File: src/rtl/mano_ctrl_pkg.sv
// Shared constants for the basic-computer control unit: T-state indices,
// opcode encodings and instruction-register field positions.
package mano_ctrl_pkg;

    // Sequence counter and timing bus geometry
    localparam int unsigned SC_WIDTH  = 3;
    localparam int unsigned T_WIDTH   = 1 << SC_WIDTH;

    // Instruction register fields
    localparam int unsigned IR_WIDTH  = 16;
    localparam int unsigned OPC_LSB   = 12;
    localparam int unsigned OPC_WIDTH = 3;
    localparam int unsigned D_WIDTH   = 1 << OPC_WIDTH;

    // T-state indices
    localparam logic [SC_WIDTH-1:0] T0 = 3'd0;
    localparam logic [SC_WIDTH-1:0] T1 = 3'd1;
    localparam logic [SC_WIDTH-1:0] T2 = 3'd2;
    localparam logic [SC_WIDTH-1:0] T3 = 3'd3;
    localparam logic [SC_WIDTH-1:0] T4 = 3'd4;
    localparam logic [SC_WIDTH-1:0] T5 = 3'd5;
    localparam logic [SC_WIDTH-1:0] T6 = 3'd6;
    localparam logic [SC_WIDTH-1:0] T7 = 3'd7;

    // Timing state in which D and I are captured
    localparam int unsigned DECODE_T  = 2;

    // Opcode field encodings; OP_RIO covers the register-reference/IO group
    typedef enum logic [OPC_WIDTH-1:0] {
        OP_AND = 3'd0,
        OP_ADD = 3'd1,
        OP_LDA = 3'd2,
        OP_STA = 3'd3,
        OP_BUN = 3'd4,
        OP_BSA = 3'd5,
        OP_ISZ = 3'd6,
        OP_RIO = 3'd7
    } opcode_e;

endpackage

File: src/rtl/decoder_3to8.sv
// 3-bit binary to 8-bit one-hot decoder with an enable; all zero when disabled.
module decoder_3to8 (
    input  logic       en,
    input  logic [2:0] sel,
    output logic [7:0] y
);

    // One-hot decode of sel, gated by en
    always_comb begin
        y = '0;
        if (en) begin
            y[sel] = 1'b1;
        end
    end

endmodule

File: src/rtl/seq_timing_decode.sv
// Sequence counter, start/stop flip-flop, opcode decode latch and indirect bit
// for the basic-computer control unit. Produces the T and D one-hot buses.
module seq_timing_decode #(
    parameter int unsigned SC_WIDTH = mano_ctrl_pkg::SC_WIDTH,
    parameter int unsigned IR_WIDTH = mano_ctrl_pkg::IR_WIDTH,
    parameter int unsigned OPC_LSB  = mano_ctrl_pkg::OPC_LSB,
    parameter int unsigned DECODE_T = mano_ctrl_pkg::DECODE_T
) (
    input  logic                     clk,
    input  logic                     rst,
    input  logic [IR_WIDTH-1:0]      ir,
    input  logic                     start,
    input  logic                     halt,
    input  logic                     sc_clr,
    output logic [(1<<SC_WIDTH)-1:0] T,
    output logic [7:0]               D,
    output logic                     I,
    output logic [SC_WIDTH-1:0]      sc,
    output logic                     running,
    output logic                     timing_err
);

    import mano_ctrl_pkg::*;

    localparam int unsigned TW = 1 << SC_WIDTH;

    logic [SC_WIDTH-1:0]  sc_q, sc_d;
    logic                 running_q, running_d;
    logic                 err_q, err_d;
    logic [D_WIDTH-1:0]   d_q, d_d;
    logic                 i_q, i_d;
    logic                 latch_en;
    logic [D_WIDTH-1:0]   opc_onehot;
    logic [OPC_WIDTH-1:0] opc;

    assign opc      = ir[OPC_LSB +: OPC_WIDTH];
    assign latch_en = running_q && (sc_q == SC_WIDTH'(DECODE_T));

    // Opcode decode feeding the D latch; always enabled, capture is gated below
    decoder_3to8 u_opc_dec (
        .en  (1'b1),
        .sel (opc),
        .y   (opc_onehot)
    );

    // Timing bus: one-hot of sc while running, zero when stopped
    if (SC_WIDTH == 3) begin : g_t_dec
        decoder_3to8 u_t_dec (
            .en  (running_q),
            .sel (sc_q),
            .y   (T)
        );
    end else begin : g_t_shift
        assign T = running_q ? (TW'(1) << sc_q) : '0;
    end

    // Next-state for S, SC and the sticky wrap flag; halt overrides everything
    always_comb begin
        running_d = running_q;
        sc_d      = sc_q;
        err_d     = err_q;
        if (halt) begin
            running_d = 1'b0;
            sc_d      = '0;
        end else if (!running_q) begin
            // SC stays at 0 while stopped; first T0 appears the cycle after start
            running_d = start;
            sc_d      = '0;
        end else if (sc_clr) begin
            sc_d = '0;
        end else begin
            sc_d = sc_q + 1'b1;
            if (sc_q == '1) begin
                err_d = 1'b1;
            end
        end
    end

    // D/I capture at the decode T-state, independent of halt/sc_clr that cycle
    always_comb begin
        d_d = d_q;
        i_d = i_q;
        if (latch_en) begin
            d_d = opc_onehot;
            i_d = ir[IR_WIDTH-1];
        end
    end

    // State registers with asynchronous reset
    always_ff @(posedge clk or posedge rst) begin
        if (rst) begin
            sc_q      <= '0;
            running_q <= 1'b0;
            err_q     <= 1'b0;
            d_q       <= '0;
            i_q       <= 1'b0;
        end else begin
            sc_q      <= sc_d;
            running_q <= running_d;
            err_q     <= err_d;
            d_q       <= d_d;
            i_q       <= i_d;
        end
    end

    assign D          = d_q;
    assign I          = i_q;
    assign sc         = sc_q;
    assign running    = running_q;
    assign timing_err = err_q;

endmodule
File: config.mk
export PLATFORM = sky130hd
export DESIGN_NAME = seq_timing_decode
export DESIGN_NICKNAME = d
export VERILOG_FILES = /design/src/rtl/mano_ctrl_pkg.sv /design/src/rtl/decoder_3to8.sv /design/src/rtl/seq_timing_decode.sv
export SDC_FILE = /design/constraint.sdc
export NUM_CORES = 1
export LEC_CHECK = 0
export CORE_AREA = 2 2 48 55
export CTS_BUF_LIST = sky130_fd_sc_hd__clkbuf_16
export CTS_CLUSTER_DIAMETER = 100
export DETAILED_ROUTE_END_ITERATION = 12
export DIE_AREA = 0 0 50 57
export GPL_TIMING_DRIVEN = 0
export PLACE_DENSITY = 0.71
export SETUP_SLACK_MARGIN = 0.2
export SLEW_MARGIN = 25
export SYNTH_ARGS = -nofsm -noshare
export SYNTH_HDL_FRONTEND = slang
export SYNTH_SLANG_ARGS = --single-unit
File: constraint.sdc
create_clock -name clk -period 1.5 [get_ports clk]
set_clock_uncertainty 0.15 [all_clocks]
set_input_delay 0.3 -clock clk [delete_from_list [all_inputs] [get_ports clk]]
set_output_delay 0.3 -clock clk [all_outputs]
set_load 0.05 [all_outputs]
# After elaboration in Yosys (flattened, before gate mapping)
# Cells that the tools add are included.
[word_totals] register_bits=14 wordCells=28 out_inout_bits=22 inputBits=21
[classes] order_cmp=4 n_eq_ne=2 bitwise=2 mux=10 n_reduce_logical=4 n_addsub=1
[op_table] op="two-way mux 3 bit" n=3
[op_table] op="less-than comparator 3 x 4 -> 1 bit, second input constant" n=2
[op_table] op="two-way mux 8 bit" n=1
[op_table] op="demux 1 bit (select 3 bit)" n=2
[op_table] op=">= comparator 3 x 1 -> 1 bit, second input constant" n=2
[op_table] op="two-way mux 1 bit" n=4
[op_table] op="AND reduction 4 bit" n=1
[op_table] op="adder 3 x 1 -> 3 bit, second input constant" n=1
[op_table] op="equality test 3 x 2 -> 1 bit, second input constant" n=1
[op_table] op="equality test 3 bit, second input constant" n=1
[op_table] op="logical AND 1 bit" n=3
[op_table] op="NOT 1 bit" n=2

# Logic depth before layout (Yosys ltp)
# Gate-level depths: netlist of the first run.
[depth] depth_word=5 depth_mapped=5 depth_no_buf=4

# Hierarchy
# Synthesis of the first run repeated with hierarchy kept, for this count alone.
[unflattened] cells_unflattened=54 area_unflattened_um2=757.0
[modules_own_cells] mod="seq_timing_decode" cells_each=38 area_per_inst_um2=565.5 seq_area_each_um2=350.3 n_inst=1
[modules_own_cells] mod="decoder_3to8 (u_opc_dec)" cells_each=8 area_per_inst_um2=96.3 seq_area_each_um2=0.0 n_inst=1
[modules_own_cells] mod="decoder_3to8 (g_t_dec.u_t_dec)" cells_each=8 area_per_inst_um2=95.1 seq_area_each_um2=0.0 n_inst=1

# Worst setup path after synthesis of the first run
# Ideal clock, no wire load.
[synth_timing] path_type="register -> output" from="register running_q, in the netlist running" to="output T[0]" path_buffers=0 path_stages_with_launch=3 path_slack_ns=-0.913 required_time_ns=1.050 t_arrival_ns=1.963 path_cell_list="dfrtp_1 > nand2b_1 > nor3_1"
[synth_via] elab_chain_cells=1
[synth_lines] item="from (decl)" line_no="seq_timing_decode.sv:28" source="logic running_q, running_d;"
[synth_lines] item="from (signal assigned)" line_no="seq_timing_decode.sv:99" source="running_q <= running_d;"
[synth_lines] item="two-way mux 8 bit" line_no="decoder_3to8.sv:11" source="if (en) begin"
[synth_lines] item="to (decl)" line_no="seq_timing_decode.sv:15" source="output logic [(1<<SC_WIDTH)-1:0] T,"
# Every way passes these cells.

# Final worst setup path of the first run
[layout_timing] from="register sc_q[1], in the netlist sc[1]" to="output T[5]"
[layout_via] elab_chain_cells=5 word_cells_on_any_way=6 classes_between="order compare: 2; mux: 3; reduce/logical: 1"
[layout_lines] item="from (decl)" line_no="seq_timing_decode.sv:27" source="logic [SC_WIDTH-1:0] sc_q, sc_d;"
[layout_lines] item="from (signal assigned)" line_no="seq_timing_decode.sv:92" source="sc_q <= '0;"
[layout_lines] item="from (signal assigned)" line_no="seq_timing_decode.sv:98" source="sc_q <= sc_d;"
[layout_lines] item="less-than comparator 3 x 4 -> 1 bit (implied by the code) / >= comparator 3 x 1 -> 1 bit (equally long branches)" line_no="decoder_3to8.sv:12" source="y[sel] = 1'b1;"
[layout_lines] item="logical AND 1 bit (implied by the code)" line_no="decoder_3to8.sv:12"
[layout_lines] item="two-way mux 1 bit (implied by the code)" line_no="decoder_3to8.sv:12"
[layout_lines] item="demux 1 bit (select 3 bit) *"
[layout_lines] item="two-way mux 8 bit *" line_no="decoder_3to8.sv:11"
# Every way passes the cells marked *; elsewhere a longest branch is shown, timed or not.

==> key figures, run 1 <==
Routing
  – Final WL: ~1900 um
  – Post-route DRC violation count: 0
  – DRT antenna net count: 0
  – Detailed Routing Iterations Pass 1: 4
  – 1st-iter DRT viols: 2
  – DR vias/cell: between 4 and 5
  – WL per Instance: roughly 14 um
  – Via count: 626

Synthesis
  – Ys flop type: dfrtp_1
  – Mapped Cells: 58
  – Synthesized area: slightly above 700 um^2
  – Synth cell count leaders: 14 x dfrtp_1, 9 x mux2_4, 9 x nor2_1
  – Mapped Nets: between 80 and 90
  – Ys Warns: 0
  – Count leader, synth: dfrtp_1
  – Synth async-reset ratio: 100%
  – Cell taking the most area after synthesis: dfrtp_1
  – Mean post-synth cell area: about 12 um^2
  – Flops & latches, synth: 14
  – Top cells by area, synth: dfrtp_1 49%, mux2_4 19%, ha_1 5.3%
  – Post-synth EDFFs: 0
  – Post-synthesis sequential area ratio: roughly 50%
  – Post-synth cell types: 15
  – Yosys top cell area share: about half

STA
  – Max Clk Rate: 572 MHz
  – Worst rel slew slack: between 60% and 70%
  – Worst Tran Pin Value: about 0.52 ns
  – Tmin final: ~1.7 ns
  – Setup tns final: -3.55 ns
  – RSZ-0062 raised after global routing: yes
  – Final Max Tran Viols: 0
  – Final Hold Vio Count: 0
  – Final Worst Setup Slack: -0.249 ns
  – Hold WS: between 0.2 and 0.25 ns
  – Final setup vio count: 19
  – Final Cycle Share: 117%

Power
  – Max rail drop VDD: about 0.00070 V
  – Lkg Pwr: between 0.6 and 0.7 nW
  – P per Cell Area: ~730 nW/um^2
  – Sw Ratio: around a quarter
  – Sequential share of power: a little under two fifths
  – Internal power: 0.000812 W
  – Combinational fraction of design power: ~15%
  – NetSw: 0.000251 W
  – Clk pwr share: a little under half
  – Total power: roughly 0.0011 W

Clock tree
  – CTS clk-pin slew, worst paths: 0.05 ns
  – Hold-fix buffers, CTS: 0
  – CTS tree: done
  – Sink Count: 14
  – Clock buffer depth: 2
  – Skew-Pair Late Insertion Delay: between 0.2 and 0.3 ns
  – H-tree Lvls: 1
  – CTS root buf: clkbuf_16
  – TritonCTS Buffers: 3

Job
  – Maxcap violations: 0

Global routing
  – GRT overflow: 0
  – Antenna violations before repair: 0
  – Vias in the first global route: between 600 and 700
  – Largest net degree at the start of global routing: 15
  – First-pass GRT wire length: slightly above 3000 um
  – GRT Total Usage: approximately 15%

Floorplanning
  – Core Rows: 19
  – Die X-Extent: 50 um
  – Core Footprint: around 2400 um^2
  – Die ar.: roughly 2900 um^2
  – Starting density of the core: between 30% and 40%
  – Die H: about 57 um
  – Ports: 43

Critical path
  – CP required: 1.05 ns
  – Max incr delay on CP: between 0.5 and 0.6 ns
  – Worst Path Buf+Inv: 1
  – Crit-path cells: or2b_4 > nor2_4 > buf_6
  – Class of the most critical setup path: flop to primary output
  – Worst EP arrival: between 1 and 1.5 ns
  – CP endpoint kind: primary output
  – CP delay by family, top: flip-flops
  – Crit Path Max Fanout: 7
  – Crit-path slowest cell: dfrtp_4
  – Startpoint type of the worst setup path: flop

Final layout
  – Filler Cells Inserted: 190
  – Area growth syn-to-layout: 105%
  – Diodes inserted: 0
  – Post-layout net count: around 130
  – Fin util: 62.0%
  – Share of cells above drive strength 1: about 69%

Hold path
  – HP Class: input pin to asynchronous set/reset pin

Placement
  – Port Buf Inserts: 30
  – GPL Wtd Cong: approximately 0.7
  – HPWL Detailed: between 1000 and 1500 um

Outcome
  – Failing checks: setup timing
  – Status: finished with violations
-- routing by layer --
metal,global-route usage (%),part of all wire [%]
met1,15.3,35
met5,0,0
met2,28.2,57
met4,7.14,1.9
met3,3.40,5.7
-- kinds of logic (layout without fill, tap and decap cells) --
group	count (synthesis)	in the layout	share of synthesized area [%]
muxes	9	9	19.0
DFF	14	14	49.3
AOI/OAI and AO/OA	1	1	1.23
adders and majority gates	3	3	5.28
and+or+nand+nor	28	28	22.5
buffers and inverters	3	51	2.64
-- state kept, by name, summed over array words and instances, names as in the netlist --
signal,flops
sc,3
running,1
timing_err,1
D,8
I,1
-- worst paths after layout --
path,start,end,slack [ns],cells after the start
min in group clk,timing_err,timing_err,0.32,1
max in group asynchronous,rst,sc[2],0.57,2
worst min-delay path,rst,D[2],0.24,2
worst max-delay path,sc[1],T[5],-0.25,3
worst min register to register,timing_err,timing_err,0.32,1
worst max register to register,sc[1],I,-0.21,5
-- metrics by stage --
| stage | cell area (um^2) | worst slack (ns) | std cells |
|---|---|---|---|
| 6_report | 1460 | -0.249 | 137 |
| 5_1_grt | 1460 | -0.287 | 137 |
| 4_1_cts | 1440 | -0.234 | 137 |
| 3_5_place_dp | 1170 | -0.719 | 119 |
| 3_3_place_gp | 1170 | -0.709 | 119 |
| 2_1_floorplan | 827 | -0.186 | 58 |
-- what timing repair did --
| item | CTS | global route |
|---|---|---|
| gates resized for setup | 161 | 6 |
| gates cloned | 1 | 0 |
| setup buffers | 13 | 0 |
| pin swaps | 5 | 2 |
| setup endpoints to repair | 34 | 26 |
| hold endpoints to repair | 0 | 0 |
-- worst reg2reg max path, stage by stage (launching register included) --
cell,delay [ns]
dfrtp_4,0.51
buf_6,0.14
ha_4,0.14
and3b_2,0.21
buf_6,0.14
mux2_4,0.29
-- area by class of cell --
type | count | area (um^2) | share of cell area (%)
timing repair buffer | 44 | 450 | 30.8
multi-input combinational | 41 | 510 | 35.0
sequential | 14 | 363 | 24.9
tap | 31 | 38.8 | 2.66
buffer | 1 | 11.3 | 0.771
clock inverter | 1 | 3.75 | 0.257
clock buffer | 3 | 75.1 | 5.14
inverter | 2 | 7.51 | 0.514
-- power groups by stage --
stage / clock network (W) / logic [W] / registers [W]
after global placement: 0 / 0.000136 / 0.000406
after floorplan: 0 / 0.0000505 / 0.000434
after CTS: 0.000507 / 0.000156 / 0.000399
after global routing: 0.000538 / 0.000170 / 0.000400
final: 0.000505 / 0.000159 / 0.000399
after detailed placement: 0 / 0.000138 / 0.000406
-- placed cells by master (no fill, tap or decap), drive strengths merged --
cell type	Yosys	layout
a31o	1	1
and3	2	2
and3b	4	4
buf	1	36
clkbuf	0	4
clkdlybuf4s50	0	8
dfrtp	14	14
ha	3	3
inv	2	3
mux2	9	9
nand2	2	2
nand2b	2	2
nor2	9	9
nor3	4	4
nor3b	3	3
nor4b	1	1
or2b	1	1
No activity file was read; power rests on OpenSTA's default activity.
==> inputs of run 2 (changes only) <==
--- a/config.mk
+++ b/config.mk
@@ -5,13 +5,13 @@
 export SDC_FILE = /design/constraint.sdc
 export NUM_CORES = 1
 export LEC_CHECK = 0
-export CORE_AREA = 2 2 48 55
+export CORE_AREA = 2 2 46 52
 export CTS_BUF_LIST = sky130_fd_sc_hd__clkbuf_16
 export CTS_CLUSTER_DIAMETER = 100
 export DETAILED_ROUTE_END_ITERATION = 12
-export DIE_AREA = 0 0 50 57
+export DIE_AREA = 0 0 48 54
 export GPL_TIMING_DRIVEN = 0
-export PLACE_DENSITY = 0.71
+export PLACE_DENSITY = 0.75
 export SETUP_SLACK_MARGIN = 0.2
 export SLEW_MARGIN = 25
 export SYNTH_ARGS = -nofsm -noshare
==> constraint.sdc (replaced) <==
create_clock -name clk -period 1.7 [get_ports clk]
set_clock_uncertainty 0.15 [all_clocks]
set_input_delay 0.34 -clock clk [delete_from_list [all_inputs] [get_ports clk]]
set_output_delay 0.34 -clock clk [all_outputs]
set_load 0.05 [all_outputs]
==> key figures, run 2 (synthesis results as in run 1) <==
Global routing
  – GRT Total Usage: between 10% and 20%
  – First-pass GRT wire length: 2790 um
  – Largest net degree at the start of global routing: 15
  – Busiest grt layer: met2
  – Routing usage on met3: around 3.7%
  – GRT met2 Usage: 28.0%
  – GRT overflow: 0
  – Antenna violations before repair: 0
  – M1 GR Usage: 17.5%
  – Vias in the first global route: approximately 650

Routing
  – Post-route DRC violation count: 0
  – DRT antenna net count: 0
  – 1st-iter DRT viols: 5
  – DR vias/cell: 4.62
  – Detailed Routing Iterations Pass 1: 3
  – Via count: 615
  – WL per Instance: about 13 um
  – Final WL: ~1700 um

Placement
  – HPWL Detailed: ~1200 um
  – Post-placement cell area: about 1200 um^2
  – Port Buf Inserts: 30
  – Placed instance count: 118
  – GPL Wtd Cong: roughly 0.71

Final layout
  – Share of cells above drive strength 1: approximately two thirds
  – Post-layout net count: 128
  – Non-filler instance count after layout: between 100 and 150
  – Max FFs per register: 8
  – Area taken by multi-input logic gates: around 470 um^2
  – Final instance area: roughly 1400 um^2
  – Area growth syn-to-layout: 96.5%
  – FF/Latch Area: between 300 and 400 um^2
  – Most frequent cells in the layout: 10 x dfrtp_1, 10 x clkdlybuf4s15_2, 9 x buf_6, 9 x mux2_4
  – Filler Cells Inserted: roughly 180
  – Diodes inserted: 0

Critical path
  – Crit Path Max Fanout: 8
  – CP endpoint kind: primary output
  – Reg2reg end: D[6]
  – CP delay by family, top: flip-flops
  – RR Startpoint: sc[1]
  – Startpoint type of the worst setup path: flop
  – Max incr delay on CP: just under 0.5 ns
  – FF-to-FF path depth: 5
  – Class of the most critical setup path: flop to primary output
  – Crit-path slowest cell: dfrtp_4
  – Crit-path cells: or2b_4 > nor2_4 > buf_8
  – CP required: 1.21 ns
  – Worst Path Buf+Inv: 1
  – Worst EP arrival: ~1.3 ns
  – Reg-to-reg slack, setup: around 0.010 ns

Floorplanning
  – Core Rows: 18
  – Core Footprint: between 2000 and 2500 um^2
  – Die ar.: 2590 um^2
  – Ports: 43
  – Die H: 54 um
  – Die X-Extent: 48 um
  – Starting density of the core: between 30% and 40%

STA
  – Worst Tran Pin Value: ~0.51 ns
  – RSZ-0062 raised after global routing: yes
  – Final Worst Setup Slack: -0.0805 ns
  – Worst rel slew slack: approximately 66%
  – Max Clk Rate: 562 MHz
  – Setup tns final: -0.236 ns
  – Final Cycle Share: 105%
  – Final Hold Vio Count: 0
  – Final setup vio count: 6
  – Final Max Tran Viols: 0
  – Tmin final: 1.78 ns

Outcome
  – Failing checks: setup timing
  – Status: finished with violations

Power
  – Max rail drop VDD: between 0.0004 and 0.0005 V
  – Lkg Pwr: 0.622 nW
  – P per Cell Area: about 670 nW/um^2
  – Total power: about 0.00093 W

Clock tree
  – CTS root buf: clkbuf_16
  – Skew-Pair Late Insertion Delay: 0.24 ns
  – CTS clk-pin slew, worst paths: about 0.050 ns
  – CTS tree: done
  – Sink Count: 14
  – Clock buffer depth: 2
  – TritonCTS Buffers: 3
  – H-tree Lvls: 1

Job
  – Maxcap violations: 0

Hold path
  – HP Class: input pin to asynchronous set/reset pin
-- run 2: cell types whose count changed in the layout (fill, tap and decap cells not counted), moves of 2 or more --
cell | previous run | this run
inv_1 | 3 | 1
buf_4 | 16 | 8
ha_4 | 3 | 1
clkdlybuf4s15_2 | 0 | 10
buf_6 | 15 | 9
-- run 2: how the worst max path moves through the flow --
| stage | startpoint | end | slack, ns | cells after the start |
|---|---|---|---|---|
| final | sc[2] | T[4] | -0.08 | 3 |
| after floorplan | sc[0] | T[0] | -0.03 | 2 |
| after global placement | sc[1] | T[4] | -0.54 | 3 |
| after CTS | sc[2] | T[4] | -0.09 | 3 |
| after detailed placement | sc[1] | T[4] | -0.55 | 3 |
| after global routing | sc[2] | T[4] | -0.11 | 3 |
-- run 2: timing repair --
action,in CTS,in global routing
cloned,1,0
resized for setup,114,6
pin swaps,6,1
hold buffers,0,0
buffers inserted,7,3
setup endpoints to repair,31,22
-- run 2: report_power, final --
| part | total (W) | internal, W | leakage (nW) | switching [W] |
|---|---|---|---|---|
| logic | 0.000140 | 0.0000635 | 0.397 | 0.0000760 |
| registers | 0.000352 | 0.000343 | 0.186 | 0.00000865 |
| clock network | 0.000439 | 0.000310 | 0.0385 | 0.000129 |
| total | 0.000930 | 0.000717 | 0.622 | 0.000213 |
-- run 2: layer usage --
| layer | share of wire (%) | vias to the layer above |
|---|---|---|
| met3 | 5.3 | 4 |
| met5 | 0 | - |
| li1 | - | 289 |
| met2 | 54 | 28 |
| met4 | 1.7 | 0 |
| met1 | 39 | 294 |
-- run 2: worst reg2reg max path, stage by stage, from the launching register on --
cell	delay (ns)
dfrtp_4	0.50
buf_6	0.14
ha_4	0.14
and3b_2	0.21
buf_6	0.14
mux2_4	0.29
-- run 2: per-stage QoR --
| step | util (%) | setup WS (ns) | hold slack (ns) |
|---|---|---|---|
| after floorplan | - | -0.0264 | 0.0792 |
| after global placement | 53.9 | -0.538 | 0.303 |
| after detailed placement | 53.9 | -0.554 | 0.317 |
| after CTS | 62.9 | -0.0888 | 0.305 |
| after global routing | 65.3 | -0.114 | 0.361 |
| final | 65.3 | -0.0805 | 0.287 |
-- run 2: final cells by class --
class | instances | area share, %
clock buffer | 3 | 5.38
buffer | 1 | 0.806
timing repair buffer | 41 | 30.8
sequential | 14 | 26.0
clock inverter | 1 | 0.269
inverter | 2 | 0.538
tap | 30 | 2.69
multi-input combinational | 41 | 33.5
